$ cat src/rtl/alu_rx_ctrl.sv
// -----------------------------------------------------------------------------
// alu_rx_ctrl
// Byte-stream sequencer for the ALU. It collects three bytes from the UART
// receiver (operand A, operand B, opcode) into the ALU operand/opcode
// registers. One cycle later it captures the combinational ALU result and
// hands it to the UART transmitter.
//
// Ports:
//   clk_i       system clock, all logic on the rising edge
//   reset_i     synchronous active-high reset, overrides everything
//   rx_data_i   received byte
//   rx_valid_i  one-cycle strobe, rx_data_i valid this cycle
//   tx_busy_i   transmitter busy, tx_start_o held off while high
//   tx_data_o   registered byte to transmit
//   tx_start_o  one-cycle strobe to start transmission of tx_data_o
//   datoa_o     registered ALU operand A
//   datob_o     registered ALU operand B
//   opcode_o    registered ALU opcode (low SIZEOP bits of the third byte)
//   result_i    combinational ALU result
//   busy_o      high while executing or waiting to send
//   overrun_o   sticky flag, a byte arrived while busy_o was high
//
// Optional feature (macro ALU_CTRL_TIMEOUT_EN):
//   When defined, a partially received command is abandoned after
//   TIMEOUT_CYCLES idle cycles in WaitB/WaitOp. When undefined, the FSM
//   waits indefinitely for the remaining bytes.
// -----------------------------------------------------------------------------
module alu_rx_ctrl #(
  parameter int SIZEDATA = 8,
  parameter int SIZEOP   = 6
`ifdef ALU_CTRL_TIMEOUT_EN
  , parameter int TIMEOUT_CYCLES = 1000000
`endif
) (
  input  logic                clk_i,
  input  logic                reset_i,
  input  logic [SIZEDATA-1:0] rx_data_i,
  input  logic                rx_valid_i,
  input  logic                tx_busy_i,
  output logic [SIZEDATA-1:0] tx_data_o,
  output logic                tx_start_o,
  output logic [SIZEDATA-1:0] datoa_o,
  output logic [SIZEDATA-1:0] datob_o,
  output logic [SIZEOP-1:0]   opcode_o,
  input  logic [SIZEDATA-1:0] result_i,
  output logic                busy_o,
  output logic                overrun_o
);

  typedef enum logic [2:0] {
    WaitA,
    WaitB,
    WaitOp,
    Exec,
    Send
  } state_e;

  state_e              state_q, state_d;
  logic [SIZEDATA-1:0] datoa_q, datoa_d;
  logic [SIZEDATA-1:0] datob_q, datob_d;
  logic [SIZEOP-1:0]   opcode_q, opcode_d;
  logic [SIZEDATA-1:0] tx_data_q, tx_data_d;
  logic                tx_start_q, tx_start_d;
  logic                overrun_q, overrun_d;
  logic                timeout;

`ifdef ALU_CTRL_TIMEOUT_EN
  localparam int CntW = (TIMEOUT_CYCLES > 1) ? $clog2(TIMEOUT_CYCLES) : 1;
  localparam logic [CntW-1:0] CntLast = CntW'(TIMEOUT_CYCLES - 1);

  logic [CntW-1:0] cnt_q, cnt_d;

  // Idle counter for the middle of a command. Any accepted byte, any other
  // state and the expiry itself bring it back to zero, so it always starts
  // from zero when WaitB is entered.
  assign timeout = (state_q == WaitB || state_q == WaitOp) && (cnt_q == CntLast);

  always_comb begin
    cnt_d = '0;
    if ((state_q == WaitB || state_q == WaitOp) && !rx_valid_i && !timeout) begin
      cnt_d = cnt_q + 1'b1;
    end
  end

  always_ff @(posedge clk_i) begin
    if (reset_i) begin
      cnt_q <= '0;
    end else begin
      cnt_q <= cnt_d;
    end
  end
`else
  assign timeout = 1'b0;
`endif

  // Next-state and register-update logic. Registers hold by default so the
  // operand display keeps showing the last command. A byte that arrives
  // while executing or sending is dropped and only marks the overrun flag.
  always_comb begin
    state_d    = state_q;
    datoa_d    = datoa_q;
    datob_d    = datob_q;
    opcode_d   = opcode_q;
    tx_data_d  = tx_data_q;
    tx_start_d = 1'b0;
    overrun_d  = overrun_q;
    unique case (state_q)
      WaitA: begin
        if (rx_valid_i) begin
          datoa_d = rx_data_i;
          state_d = WaitB;
        end
      end
      WaitB: begin
        if (rx_valid_i) begin
          datob_d = rx_data_i;
          state_d = WaitOp;
        end else if (timeout) begin
          state_d = WaitA;
        end
      end
      WaitOp: begin
        if (rx_valid_i) begin
          opcode_d = rx_data_i[SIZEOP-1:0];
          state_d  = Exec;
        end else if (timeout) begin
          state_d = WaitA;
        end
      end
      Exec: begin
        // The operand registers were loaded on the previous edge, so the
        // ALU result has had a full cycle to settle.
        tx_data_d = result_i;
        state_d   = Send;
        if (rx_valid_i) begin
          overrun_d = 1'b1;
        end
      end
      Send: begin
        if (rx_valid_i) begin
          overrun_d = 1'b1;
        end
        if (!tx_busy_i) begin
          tx_start_d = 1'b1;
          state_d    = WaitA;
        end
      end
      default: begin
        state_d = WaitA;
      end
    endcase
  end

  // State and output registers with synchronous reset; reset discards any
  // partially collected command.
  always_ff @(posedge clk_i) begin
    if (reset_i) begin
      state_q    <= WaitA;
      datoa_q    <= '0;
      datob_q    <= '0;
      opcode_q   <= '0;
      tx_data_q  <= '0;
      tx_start_q <= 1'b0;
      overrun_q  <= 1'b0;
    end else begin
      state_q    <= state_d;
      datoa_q    <= datoa_d;
      datob_q    <= datob_d;
      opcode_q   <= opcode_d;
      tx_data_q  <= tx_data_d;
      tx_start_q <= tx_start_d;
      overrun_q  <= overrun_d;
    end
  end

  assign datoa_o    = datoa_q;
  assign datob_o    = datob_q;
  assign opcode_o   = opcode_q;
  assign tx_data_o  = tx_data_q;
  assign tx_start_o = tx_start_q;
  assign overrun_o  = overrun_q;
  assign busy_o     = (state_q == Exec) || (state_q == Send);

endmodule

$ cat config.mk
export PLATFORM = sky130hd
export DESIGN_NAME = alu_rx_ctrl
export DESIGN_NICKNAME = d
export VERILOG_FILES = /design/src/rtl/alu_rx_ctrl.sv
export SDC_FILE = /design/constraint.sdc
export NUM_CORES = 1
export LEC_CHECK = 0
export ABC_CLOCK_PERIOD_IN_PS = 3800
export BUFFER_PORTS_ARGS = -buffer_cell sky130_fd_sc_hd__buf_2
export CORE_MARGIN = 2
export CORE_UTILIZATION = 40
export CTS_CLUSTER_DIAMETER = 50
export DETAILED_ROUTE_END_ITERATION = 10
export PLACE_DENSITY_LB_ADDON = 0.08
export SYNTH_ARGS = -nofsm -noshare
export SYNTH_HDL_FRONTEND = slang
export SYNTH_SLANG_ARGS = --single-unit
$ cat constraint.sdc
create_clock -name clk_i -period 3.8 [get_ports clk_i]
set_input_delay 0.38 -clock clk_i [delete_from_list [all_inputs] [get_ports clk_i]]
set_output_delay 0.38 -clock clk_i [all_outputs]
set_load 0.01 [all_outputs]
==> impl_results.md <==
* Worst-path clk slew at 100 ps
* Outcome: completed
* CP Max Fanout at 11
* Static leakage at about 0.8 nW
* Synth unique cells at 20
* Max-slew headroom at approximately 60%
* Worst setup margin at 1750 ps
* Register area share after synthesis at 52.5%
* Crit Path Class: flop to output port
* Worst path arrival time at 1670 ps
* R2R depth at 4
* Fmax at 0.487 GHz
* TritonCTS Sinks at 35
* Share of cells above drive strength 1 at 34.2%
* Max-Cap Viols at 0
* Nets@finish at between 200 and 250
* Post-synth top area share at 52.5%
* Post-route ant nets at 0
* Worst Path Required at 3420 ps
* Clk_skew at around 6.5 ps
* RePlAce Congestion at 0.724
* Input/output buffers at 52
* Syn_area_per_cell at ~10 µm²
* Worst-skew pair later-pin latency at 330 ps
* Post-CTS Setup Inserts at 0
* Fin Setup TNS at 0 ps
* Longest Clk Path Bufs at 2
* Die W at ~62 µm
* Finished Layout Cells at 231
* Synth area leader: dfxtp_1
* # DRC at 0
* TritonCTS buffer count at 5
* Crit path capture type: output port
* Io pins at 53
* Measured slew at the worst slew-check pin at 594 ps
* Core area at 3100 µm²
* Hold_sp: tx_busy_i
* CTS tree: yes
* Post-Synthesis Cell Area at ~1300 µm²
* Ys Warns at 0
* Critical Path Start: state_q[1]$_SDFFE_PP0P_
* Total gr overflow at 0
* Final slew viol count at 0
* All-Layer GR Usage at 15.1%
* Cts repair resizes at 0
* Post-DR wirelength/cell at about 11 µm
* Starting DRT DRC Count at 42
* Final Hold Fails at 0
* CTS root buf: clkbuf_4
* Post-synthesis register bit count at 35
* Inst Count DP at 223
* Ant diodes at 0
* RSZ-0062 raised after global routing: no
* Starting Density at 43.0%
* DR vias/cell at 4.66
* Die height at 61.7 µm
* R2R Path Start: state_q[0]$_SDFFE_PP0P_
* Tmin final at 2050 ps
* Hold path depth at 2
* Largest net degree at the start of global routing at 36
* Min-delay worst type: input port to flop
* # setup viols final at 0
* Num rows at 20
* Startpoint types: flop
* Total number of vias at ~1100
* Layout area overhead at 24.8%
* Final wirelength at 2570 µm
* Synthesized Nets at 157
* H-tree depth at 2
* Dpl ws at 2100 ps
* DRT Pass-1 Iters at 4
* Maximum VDD drop at 0.000219 V
* Initial antenna violation count at 0
* Gate Count Post-Synth at roughly 140
* Power per cell area at 412 nW/µm²
* Fill cells at approximately 320
* Vias in the first global route at 899
* Hpwl dp at 1910 µm
* Global-route wire length before repair at about 4100 µm
* Top cells by area, synth: dfxtp_1, mux2i_1, nor2_1
* Die ar. at approximately 3800 µm²
* Final worst path period share at 54.0%
* CTS Hold Bufs at 0
path summary, 6_finish.rpt:
check                            endpoint  slack [ps]
setup / recovery                   busy_o        1750
hold / removal      tx_start_o$_SDFF_PP0_         220
setup reg to reg  datob_o[7]$_SDFFE_PP0P_        2220
hold reg to reg    overrun_o$_SDFFE_PP0P_         450
where the power goes:
part / internal (mW) / leakage (nW) / switching (mW) / total (mW)
combinational: 0.0331 / 0.491 / 0.0379 / 0.0710
sequential: 0.380 / 0.284 / 0.00954 / 0.389
clock: 0.109 / 0.0386 / 0.116 / 0.225
total: 0.522 / 0.814 / 0.164 / 0.685
cell usage in the layout (no fill, tap or decap), types with 2 or more instances in the layout:
master    netlist  layout
nor2_1         24      24
inv_1           2       2
nor3b_1         2       2
buf_2           3      52
mux2i_1        22      22
nand3b_1        2       2
clkbuf_4        0       5
nor3_1          2       2
dfxtp_1        35      35
clkbuf_8        0       2
a21oi_1        11      11
nand2_1        19      19
cell type report:
cell class              count  area [µm²]  share of cell area, %
well taps                  44        55.1                   3.31
multi-input cells          89         564                   33.9
flip-flops and latches     35         701                   42.1
repair buffers             53         268                   16.1
clock buffers               8        68.8                   4.14
inverters                   2        7.51                  0.451
synthesized netlist by cell type:
cell / number
dfxtp_1: 35
nor2_1: 24
mux2i_1: 22
nand2_1: 19
a21oi_1: 11
clkbuf_1: 4
buf_2: 3
buf_4: 2
buf_6: 2
inv_1: 2
nand3b_1: 2
nor3_1: 2
nor3b_1: 2
a211oi_1: 1
and3b_1: 1
and4bb_2: 1
nor4b_4: 1
nor4bb_1: 1
o21ai_0: 1
or4b_4: 1
flip-flops by register name (all words and copies together), names as in the netlist:
name	count
tx_start_o	1
datoa_o	8
overrun_o	1
datob_o	8
opcode_o	6
tx_data_o	8
state_q	3
worst max-delay path: stages (launching register included):
cell	delay (ps)
dfxtp_1	570
nand3b_1	450
nand2_1	180
buf_2	140
metrics by stage:
stage	instance area [µm²]	hold WS, ps	utilization (%)	total power [mW]
floorplan	1330	458	-	0.443
global route	1660	212	53.6	0.724
CTS	1660	215	53.6	0.693
finish	1660	223	53.6	0.685
global placement	1600	433	51.4	0.468
detailed placement	1600	439	51.4	0.470
cells by family (layout without fill, tap and decap cells):
kind of cell	count (synthesis)	in the layout	share of synthesized area (%)
AO/OA/AOI/OAI	13	13	5.07
multiplexers	22	22	16.5
AND/OR/NAND/NOR	54	54	20.3
buffers and inverters	13	63	5.63
flip-flops	35	35	52.5
routing by layer:
layer / share of wire [%] / global-route usage [%]
met1: 46 / 19.3
met2: 46 / 22.4
met3: 6.6 / 4.35
met4: 1.9 / 9.12
met5: 0 / 0
(Power assumes the default switching activity.)
